**config.mk**
```make
export PLATFORM = sky130hd
export DESIGN_NAME = ng_writeback_flat
export DESIGN_NICKNAME = d
export VERILOG_FILES = /design/src/rtl/ng_writeback_if.sv /design/src/rtl/ng_writeback.sv /design/src/flat_wrapper.sv
export SDC_FILE = /design/constraint.sdc
export NUM_CORES = 1
export LEC_CHECK = 0
export CORE_MARGIN = 2
export CORE_UTILIZATION = 48
export CTS_BUF_LIST = sky130_fd_sc_hd__clkbuf_4 sky130_fd_sc_hd__clkbuf_8 sky130_fd_sc_hd__clkbuf_16
export DETAILED_ROUTE_END_ITERATION = 8
export PLACE_DENSITY = 0.86
export SLEW_MARGIN = 30
export SYNTH_ARGS = -nofsm -noshare
export SYNTH_HDL_FRONTEND = slang
export SYNTH_SLANG_ARGS = --single-unit
```
**constraint.sdc**
```tcl
create_clock -name clk -period 4.42 [get_ports clk]
set_clock_uncertainty 0.05 [all_clocks]
set_input_delay 0.884 -clock clk [delete_from_list [all_inputs] [get_ports clk]]
set_output_delay 0.884 -clock clk [all_outputs]
set_load 0.01 [all_outputs]
```
**src/rtl/ng_writeback_if.sv**
```systemverilog
// Bus bundles for ng_writeback.
//   ng_instr_if : the instruction and handler-result stream. The producer is the
//                 master and ng_writeback is the slave.
//   ng_memwr_if : the data-memory store port. ng_writeback is the master and the
//                 memory is the slave.
interface ng_instr_if;
  logic        instr_valid;
  logic        instr_ready;
  logic [15:0] instruction;
  logic [15:0] alu_out;
  logic        jmp;
  logic [2:0]  dst;

  modport master (output instr_valid, instruction, alu_out, jmp, dst, input instr_ready);
  modport slave  (input instr_valid, instruction, alu_out, jmp, dst, output instr_ready);
endinterface

interface ng_memwr_if;
  logic        mem_wr_valid;
  logic        mem_wr_ready;
  logic [15:0] mem_wr_addr;
  logic [15:0] mem_wr_data;

  modport master (output mem_wr_valid, mem_wr_addr, mem_wr_data, input mem_wr_ready);
  modport slave  (input mem_wr_valid, mem_wr_addr, mem_wr_data, output mem_wr_ready);
endinterface

```
**src/rtl/ng_writeback.sv**
```systemverilog
// ng_writeback: register-commit and PC unit for the nandgame core.
// The unit commits A/D results and advances or redirects the PC. It issues *A
// stores over a valid/ready write port, and it holds off new instructions
// while a store is outstanding.
// Optional feature: define NGWB_RETIRE_CNT_EN to add a 16-bit wrapping
// retire_count output that counts retired pulses.
module ng_writeback #(
  parameter logic [15:0] RESET_PC = 16'h0000
) (
  input  logic        clk,
  input  logic        rst,
  ng_instr_if.slave   instr,
  ng_memwr_if.master  mem,
  output logic [15:0] a_reg,
  output logic [15:0] d_reg,
  output logic [15:0] pc,
`ifdef NGWB_RETIRE_CNT_EN
  output logic [15:0] retire_count,
`endif
  output logic        retired
);

  typedef enum logic {EXEC, STORE} state_t;

  state_t      state_reg, state_next;
  logic [15:0] acc_a_reg, acc_a_next;
  logic [15:0] acc_d_reg, acc_d_next;
  logic [15:0] pc_reg, pc_next;
  logic        wr_valid_reg, wr_valid_next;
  logic [15:0] wr_addr_reg, wr_addr_next;
  logic [15:0] wr_data_reg, wr_data_next;
  logic        retired_reg, retired_next;

  // State and architectural registers; reset wins over any accept or handshake.
  always_ff @(posedge clk) begin
    if (rst) begin
      state_reg    <= EXEC;
      acc_a_reg    <= 16'h0000;
      acc_d_reg    <= 16'h0000;
      pc_reg       <= RESET_PC;
      wr_valid_reg <= 1'b0;
      wr_addr_reg  <= 16'h0000;
      wr_data_reg  <= 16'h0000;
      retired_reg  <= 1'b0;
    end else begin
      state_reg    <= state_next;
      acc_a_reg    <= acc_a_next;
      acc_d_reg    <= acc_d_next;
      pc_reg       <= pc_next;
      wr_valid_reg <= wr_valid_next;
      wr_addr_reg  <= wr_addr_next;
      wr_data_reg  <= wr_data_next;
      retired_reg  <= retired_next;
    end
  end

  // Next-state logic. Jump target and store address both use the A value from
  // before this instruction, even when the same instruction also writes A.
  always_comb begin
    state_next    = state_reg;
    acc_a_next    = acc_a_reg;
    acc_d_next    = acc_d_reg;
    pc_next       = pc_reg;
    wr_valid_next = wr_valid_reg;
    wr_addr_next  = wr_addr_reg;
    wr_data_next  = wr_data_reg;
    retired_next  = 1'b0;

    case (state_reg)
      EXEC: begin
        if (instr.instr_valid) begin
          if (!instr.instruction[15]) begin
            // A-load: the whole word is the constant, and jmp/dst are ignored.
            acc_a_next   = instr.instruction;
            pc_next      = pc_reg + 16'd1;
            retired_next = 1'b1;
          end else begin
            if (instr.dst[2]) acc_a_next = instr.alu_out;
            if (instr.dst[1]) acc_d_next = instr.alu_out;
            pc_next = instr.jmp ? acc_a_reg : (pc_reg + 16'd1);
            if (instr.dst[0]) begin
              wr_addr_next  = acc_a_reg;
              wr_data_next  = instr.alu_out;
              wr_valid_next = 1'b1;
              state_next    = STORE;
            end else begin
              retired_next = 1'b1;
            end
          end
        end
      end
      STORE: begin
        // Address and data stay put until memory takes the store.
        if (wr_valid_reg && mem.mem_wr_ready) begin
          wr_valid_next = 1'b0;
          state_next    = EXEC;
          retired_next  = 1'b1;
        end
      end
      default: state_next = EXEC;
    endcase
  end

`ifdef NGWB_RETIRE_CNT_EN
  logic [15:0] retire_cnt_reg;

  // Free-running retire counter that wraps modulo 2^16.
  always_ff @(posedge clk) begin
    if (rst) begin
      retire_cnt_reg <= 16'h0000;
    end else if (retired_reg) begin
      retire_cnt_reg <= retire_cnt_reg + 16'd1;
    end
  end

  assign retire_count = retire_cnt_reg;
`endif

  assign instr.instr_ready = (state_reg == EXEC);
  assign mem.mem_wr_valid  = wr_valid_reg;
  assign mem.mem_wr_addr   = wr_addr_reg;
  assign mem.mem_wr_data   = wr_data_reg;
  assign a_reg             = acc_a_reg;
  assign d_reg             = acc_d_reg;
  assign pc                = pc_reg;
  assign retired           = retired_reg;

endmodule

```
**src/flat_wrapper.sv**
```systemverilog
// flat-port wrapper written by rule: the top's interface ports become plain ports
module ng_writeback_flat 
#(
  parameter logic [15:0] RESET_PC = 16'h0000
)
  (clk, rst, a_reg, d_reg, pc, retired, instr_instr_valid, instr_instruction, instr_alu_out, instr_jmp, instr_dst, instr_instr_ready, mem_mem_wr_valid, mem_mem_wr_addr, mem_mem_wr_data, mem_mem_wr_ready);
  ng_instr_if instr_i ();
  ng_memwr_if mem_i ();
  input  logic clk;
  input  logic rst;
  output logic [15:0] a_reg;
  output logic [15:0] d_reg;
  output logic [15:0] pc;
  output logic retired;
  input wire logic [$bits(instr_i.instr_valid)-1:0] instr_instr_valid;
  input wire logic [$bits(instr_i.instruction)-1:0] instr_instruction;
  input wire logic [$bits(instr_i.alu_out)-1:0] instr_alu_out;
  input wire logic [$bits(instr_i.jmp)-1:0] instr_jmp;
  input wire logic [$bits(instr_i.dst)-1:0] instr_dst;
  output wire logic [$bits(instr_i.instr_ready)-1:0] instr_instr_ready;
  output wire logic [$bits(mem_i.mem_wr_valid)-1:0] mem_mem_wr_valid;
  output wire logic [$bits(mem_i.mem_wr_addr)-1:0] mem_mem_wr_addr;
  output wire logic [$bits(mem_i.mem_wr_data)-1:0] mem_mem_wr_data;
  input wire logic [$bits(mem_i.mem_wr_ready)-1:0] mem_mem_wr_ready;
  assign instr_i.instr_valid = instr_instr_valid;
  assign instr_i.instruction = instr_instruction;
  assign instr_i.alu_out = instr_alu_out;
  assign instr_i.jmp = instr_jmp;
  assign instr_i.dst = instr_dst;
  assign instr_instr_ready = instr_i.instr_ready;
  assign mem_mem_wr_valid = mem_i.mem_wr_valid;
  assign mem_mem_wr_addr = mem_i.mem_wr_addr;
  assign mem_mem_wr_data = mem_i.mem_wr_data;
  assign mem_i.mem_wr_ready = mem_mem_wr_ready;
  ng_writeback #(.RESET_PC(RESET_PC)) u_core (.clk(clk), .rst(rst), .instr(instr_i), .mem(mem_i), .a_reg(a_reg), .d_reg(d_reg), .pc(pc), .retired(retired));
endmodule
```
# After elaboration in Yosys (flattened, before gate mapping)
# Index checks and enable logic that the tools add are counted.
dict set report totals {
  out_inout_bits 83
  regBits 83
  input_bits 40
  wordCells 40
}
dict set report op_classes {
  eq_ne 5
  addsub 1
  bitwise_logic 1
  n_mux 19
  n_reduce_logical 6
}
# cell n
set op_table {}
lappend op_table {{$mux W16} 4}
lappend op_table {{$add A16 B1 Y16 const B} 1}
lappend op_table {{$mux W1} 12}
lappend op_table {{$reduce_and A4 Y1} 3}
lappend op_table {{$ne A2 B2 Y1 const B} 4}
lappend op_table {{$pmux W1 S2} 3}
lappend op_table {{$reduce_and A3 Y1} 1}
lappend op_table {{$ne A2 B1 Y1 const B} 1}
lappend op_table {{$reduce_and A2 Y1} 1}
lappend op_table {{$logic_and A1 B1 Y1} 1}
lappend op_table {{$not A1 Y1} 1}

# Logic depth before layout (Yosys ltp)
dict set report logic_depth {
  ltp_word 4
  depth_mapped 7
}

# Worst setup path after synthesis
# OpenSTA, ideal clock, no wires.
dict set report synth_timing {
  path_kind {input port to flip-flop}
  start {input instr_instruction[15]}
  end {register u_core.pc_reg[5], in the netlist u_core.pc[5]}
  path_slack_ns 2.325
  stages 7
  required_ns 4.300
  t_arrival_ns 1.974
  path_buffers 3
  path_cell_list {buf_2 -> and2_0 -> clkbuf_1 -> buf_2 -> o41ai_1 -> nand2_1 -> a21oi_1}
}
dict set report synth_via {
  elab_chain_cells 1
}
# element line_no
set synth_rtl {}
lappend synth_rtl {{start: declaration} flat_wrapper.sv:16} ;# input wire logic [$bits(instr_i.instruction)-1:0] instr_instruction;
lappend synth_rtl {{$mux W16} ng_writeback.sv:72} ;# if (!instr.instruction[15]) begin
lappend synth_rtl {{end signal: assignment} ng_writeback.sv:49} ;# pc_reg <= pc_next;
lappend synth_rtl {{end: declaration} ng_writeback.sv:28} ;# logic [15:0] pc_reg, pc_next;
# Every way passes these cells.
# A chain may end at the register's enable or synchronous reset.

# Worst setup path after layout
dict set report layout_timing {
  start {input instr_instruction[15]}
  end {register u_core.pc_reg[9], in the netlist u_core.pc[9]}
}
# Same word-level chain as after synthesis.

==> run_results.csv <==
group,metric,value,unit
logic_synthesis,synth-edff-count,0,
clocking,cts_root_buf,"clkbuf_8",
clocking,cts-resized-gates,0,
logic_synthesis,synth_area_per_cell,8.03,sq um
final_layout,drive_above_1_share,0.0555,
power_and_ir_drop,finalPower,1.58,mW
setup_path,r2r_end,"u_core.pc[14]$_SDFFE_PP0P_",
logic_synthesis,synthFlopType,"dfxtp_1",
final_layout,diodes,0,
setup_path,cp_data_arrival_time,2.96,ns
power_and_ir_drop,p_per_area,323,nW/um^2
clocking,cts_tree,"yes",
floorplan,row_count,30,
power_and_ir_drop,ir_worst_vdd,0.000188,V
clocking,insertion_delay,0.34,ns
setup_path,worst-setup-path-type,"in -> reg",
floorplan,initial_utilization,0.504,
setup_path,rr_worst_depth,5,
route,viasPerCell,5.68,
final_layout,final_cells,637,
route,drt-initial-drc-count,411,
floorplan,ios,123,
timing,finalSetupTns,0,ns
global_route,track_usage,0.271,
global_route,grt_antenna_before_repair,0,
logic_synthesis,syn-instance-count,431,
setup_path,required,4.64,ns
final_layout,area_growth_syn_to_layout,41.5,%
timing,setup_viol,0,
floorplan,core,6870,sq um
global_route,grt_max_degree,57,
route,drtPass1Iterations,5,
clocking,clk_path_buf_depth,2,
clocking,htreeDepth,3,
route,wl_per_cell,16.3,microns
global_route,grt_pass1_wl,16500,microns
route,routed_wl,10400,microns
clocking,path_clk_slew,0.08,ns
final_layout,final_nets,578,
timing,worstMarginPinSlew,0.747,ns
logic_synthesis,yosysUniqueCellTypes,38,
timing,rsz0062_at_grt,"no",
logic_synthesis,synth_seq_cells,83,
power_and_ir_drop,p_leak,1.70,nW
place,gp_congestion,0.858,
global_route,grt_pass1_vias,3283,
floorplan,die_area,7900,sq um
min_path,worst_hold_path_type,"reg -> reg",
logic_synthesis,seq_area_frac_synth,0.480,
place,port-buffer-count,122,
route,vias,3621,
setup_path,startpoint_type,"primary input",
min_path,holdPathStages,2,
route,drtAntennaViolNets,0,
floorplan,dieHeight,88.9,microns
setup_path,timing.rr.start,"u_core.pc[0]$_SDFFE_PP0P_",
setup_path,r2r_slack,2.45,ns
timing,period_minus_slack,2.75,ns
outcome,outcome,"finished clean",
clocking,cts_sinks,83,
timing,relSlewSlack,0.502,
global_route,globalRoute.totalOverflow,0,
floorplan,die-width,88.9,microns
route,drcViolationCount,0,
logic_synthesis,synth_fp_nets,472,
flow_run,cap_violations,0,
timing,max_freq,364,MHz
timing,fin_ws,1.67,ns
place,hpwl,7360,microns
place,dp.cells,622,
min_path,hold_end,"u_core.mem.mem_wr_data[1]$_SDFFE_PP0P_",
timing,drv_slew,0,
timing,hold_viol_final,0,
logic_synthesis,synth_warnings,0,
setup_path,crit_path_max_fanout,16,
logic_synthesis,synth_area,3460,sq um
clocking,cts_setup_buffers,0,
timing,whs,0.406,ns
logic_synthesis,postSynth.asyncResetShare,0,
min_path,hold_path.startpoint,"u_core.mem.mem_wr_data[1]$_SDFFE_PP0P_",
place,place_ws,1.41,ns
clocking,ctsHoldBuffers,0,
setup_path,end_kind,"register",
timing,fin_crit_sh,0.621,
clocking,numCtsBuffers,9,
-- per-stage QoR --
| stage | utilization | cell area (sq um) |
|---|---|---|
| 3_3_place_gp | 0.686 | 4710 |
| 4_1_cts | 0.713 | 4900 |
| 6_report | 0.713 | 4900 |
| 3_5_place_dp | 0.686 | 4710 |
| 5_1_grt | 0.713 | 4900 |
| 2_1_floorplan | - | 3460 |
-- cell families (layout without fill, tap and decap cells) --
family | after synthesis | after routing | synth area share
and+or+nand+nor | 184 | 184 | 0.234
AOI/OAI and AO/OA | 110 | 110 | 0.187
DFF | 83 | 83 | 0.480
buffers and inverters | 35 | 145 | 0.0423
muxes | 18 | 18 | 0.0528
adders and majority gates | 1 | 1 | 0.00361
-- per-layer routing --
layer / up-vias / GRT usage / part of all wire
met1: 1659 / 0.364 / 0.40
met4: 0 / 0.123 / 0.031
met5: - / 0 / 0
met2: 227 / 0.405 / 0.45
met3: 24 / 0.0776 / 0.12
li1: 1711 / - / -
-- cell usage after synthesis, types with 2 or more instances --
library cell / count / share of area
nor3_1: 2 / 0.0029
nand2b_1: 3 / 0.0054
clkbuf_1: 22 / 0.024
or3_1: 6 / 0.011
nand3_1: 13 / 0.019
a22oi_1: 9 / 0.020
inv_1: 2 / 0.0022
a2bb2oi_1: 2 / 0.0051
buf_2: 9 / 0.013
nand4_1: 5 / 0.0090
dfxtp_1: 83 / 0.48
a211oi_1: 17 / 0.037
and4_1: 3 / 0.0076
mux2_2: 2 / 0.0065
o21ai_0: 9 / 0.013
and2_1: 2 / 0.0036
and3_1: 5 / 0.0090
a21oi_1: 64 / 0.093
a31oi_1: 4 / 0.0072
nor2_1: 23 / 0.025
mux2i_1: 16 / 0.046
nand2_1: 114 / 0.12
-- where the power goes --
group,internal [mW],total (mW),switching (mW)
Clock,0.262,0.527,0.264
Combinational,0.121,0.238,0.116
Sequential,0.780,0.818,0.0388
Total,1.16,1.58,0.419
-- final cells by class --
class                           instances  area, sq um
Timing Repair Buffer                  128         1260
Clock inverter                          5         55.1
Clock buffer                           10          131
Multi-Input combinational cell        313         1660
Sequential cell                        83         1660
Tap cell                               96          120
Fill cell                             548         1970
Inverter                                2         7.51
-- how the worst max path moves through the flow --
stage               cells past startpoint                   from                         end  slack (ns)
finish                                  5  instr_instruction[15]   u_core.pc[9]$_SDFFE_PP0P_        1.67
global placement                        5  instr_instruction[15]   u_core.pc[9]$_SDFFE_PP0P_        1.47
CTS                                     5  instr_instruction[15]   u_core.pc[9]$_SDFFE_PP0P_        1.75
detailed placement                      5  instr_instruction[15]   u_core.pc[9]$_SDFFE_PP0P_        1.41
global route                            5  instr_instruction[15]  u_core.pc[11]$_SDFFE_PP0P_        1.53
floorplan                               7  instr_instruction[15]   u_core.pc[5]$_SDFFE_PP0P_        2.33
-- worst max-delay path, stage by stage --
cell and delay [ns]:
clkdlybuf4s50_1 0.72, nand2_1 0.41, nor2_1 0.59, a22oi_1 0.16
a21oi_1 0.18
-- placed cells by master (no fill, tap or decap), types with 2 or more instances in the layout --
cell / n
clkdlybuf4s50_1: 121
nand2_1: 114
dfxtp_1: 83
a21oi_1: 63
nor2_1: 22
a211oi_1: 17
mux2i_1: 16
nand3_1: 13
a22oi_1: 9
o21ai_0: 9
clkbuf_8: 9
or3_1: 6
buf_4: 6
nand4_1: 5
and3_1: 5
a31oi_1: 4
nand2b_1: 3
and4_1: 3
inv_1: 2
nor3_1: 2
and2_1: 2
mux2_2: 2
a2bb2oi_1: 2
clkinv_2: 2
clkinvlp_4: 2
No activity file was read; power rests on OpenSTA's default activity.
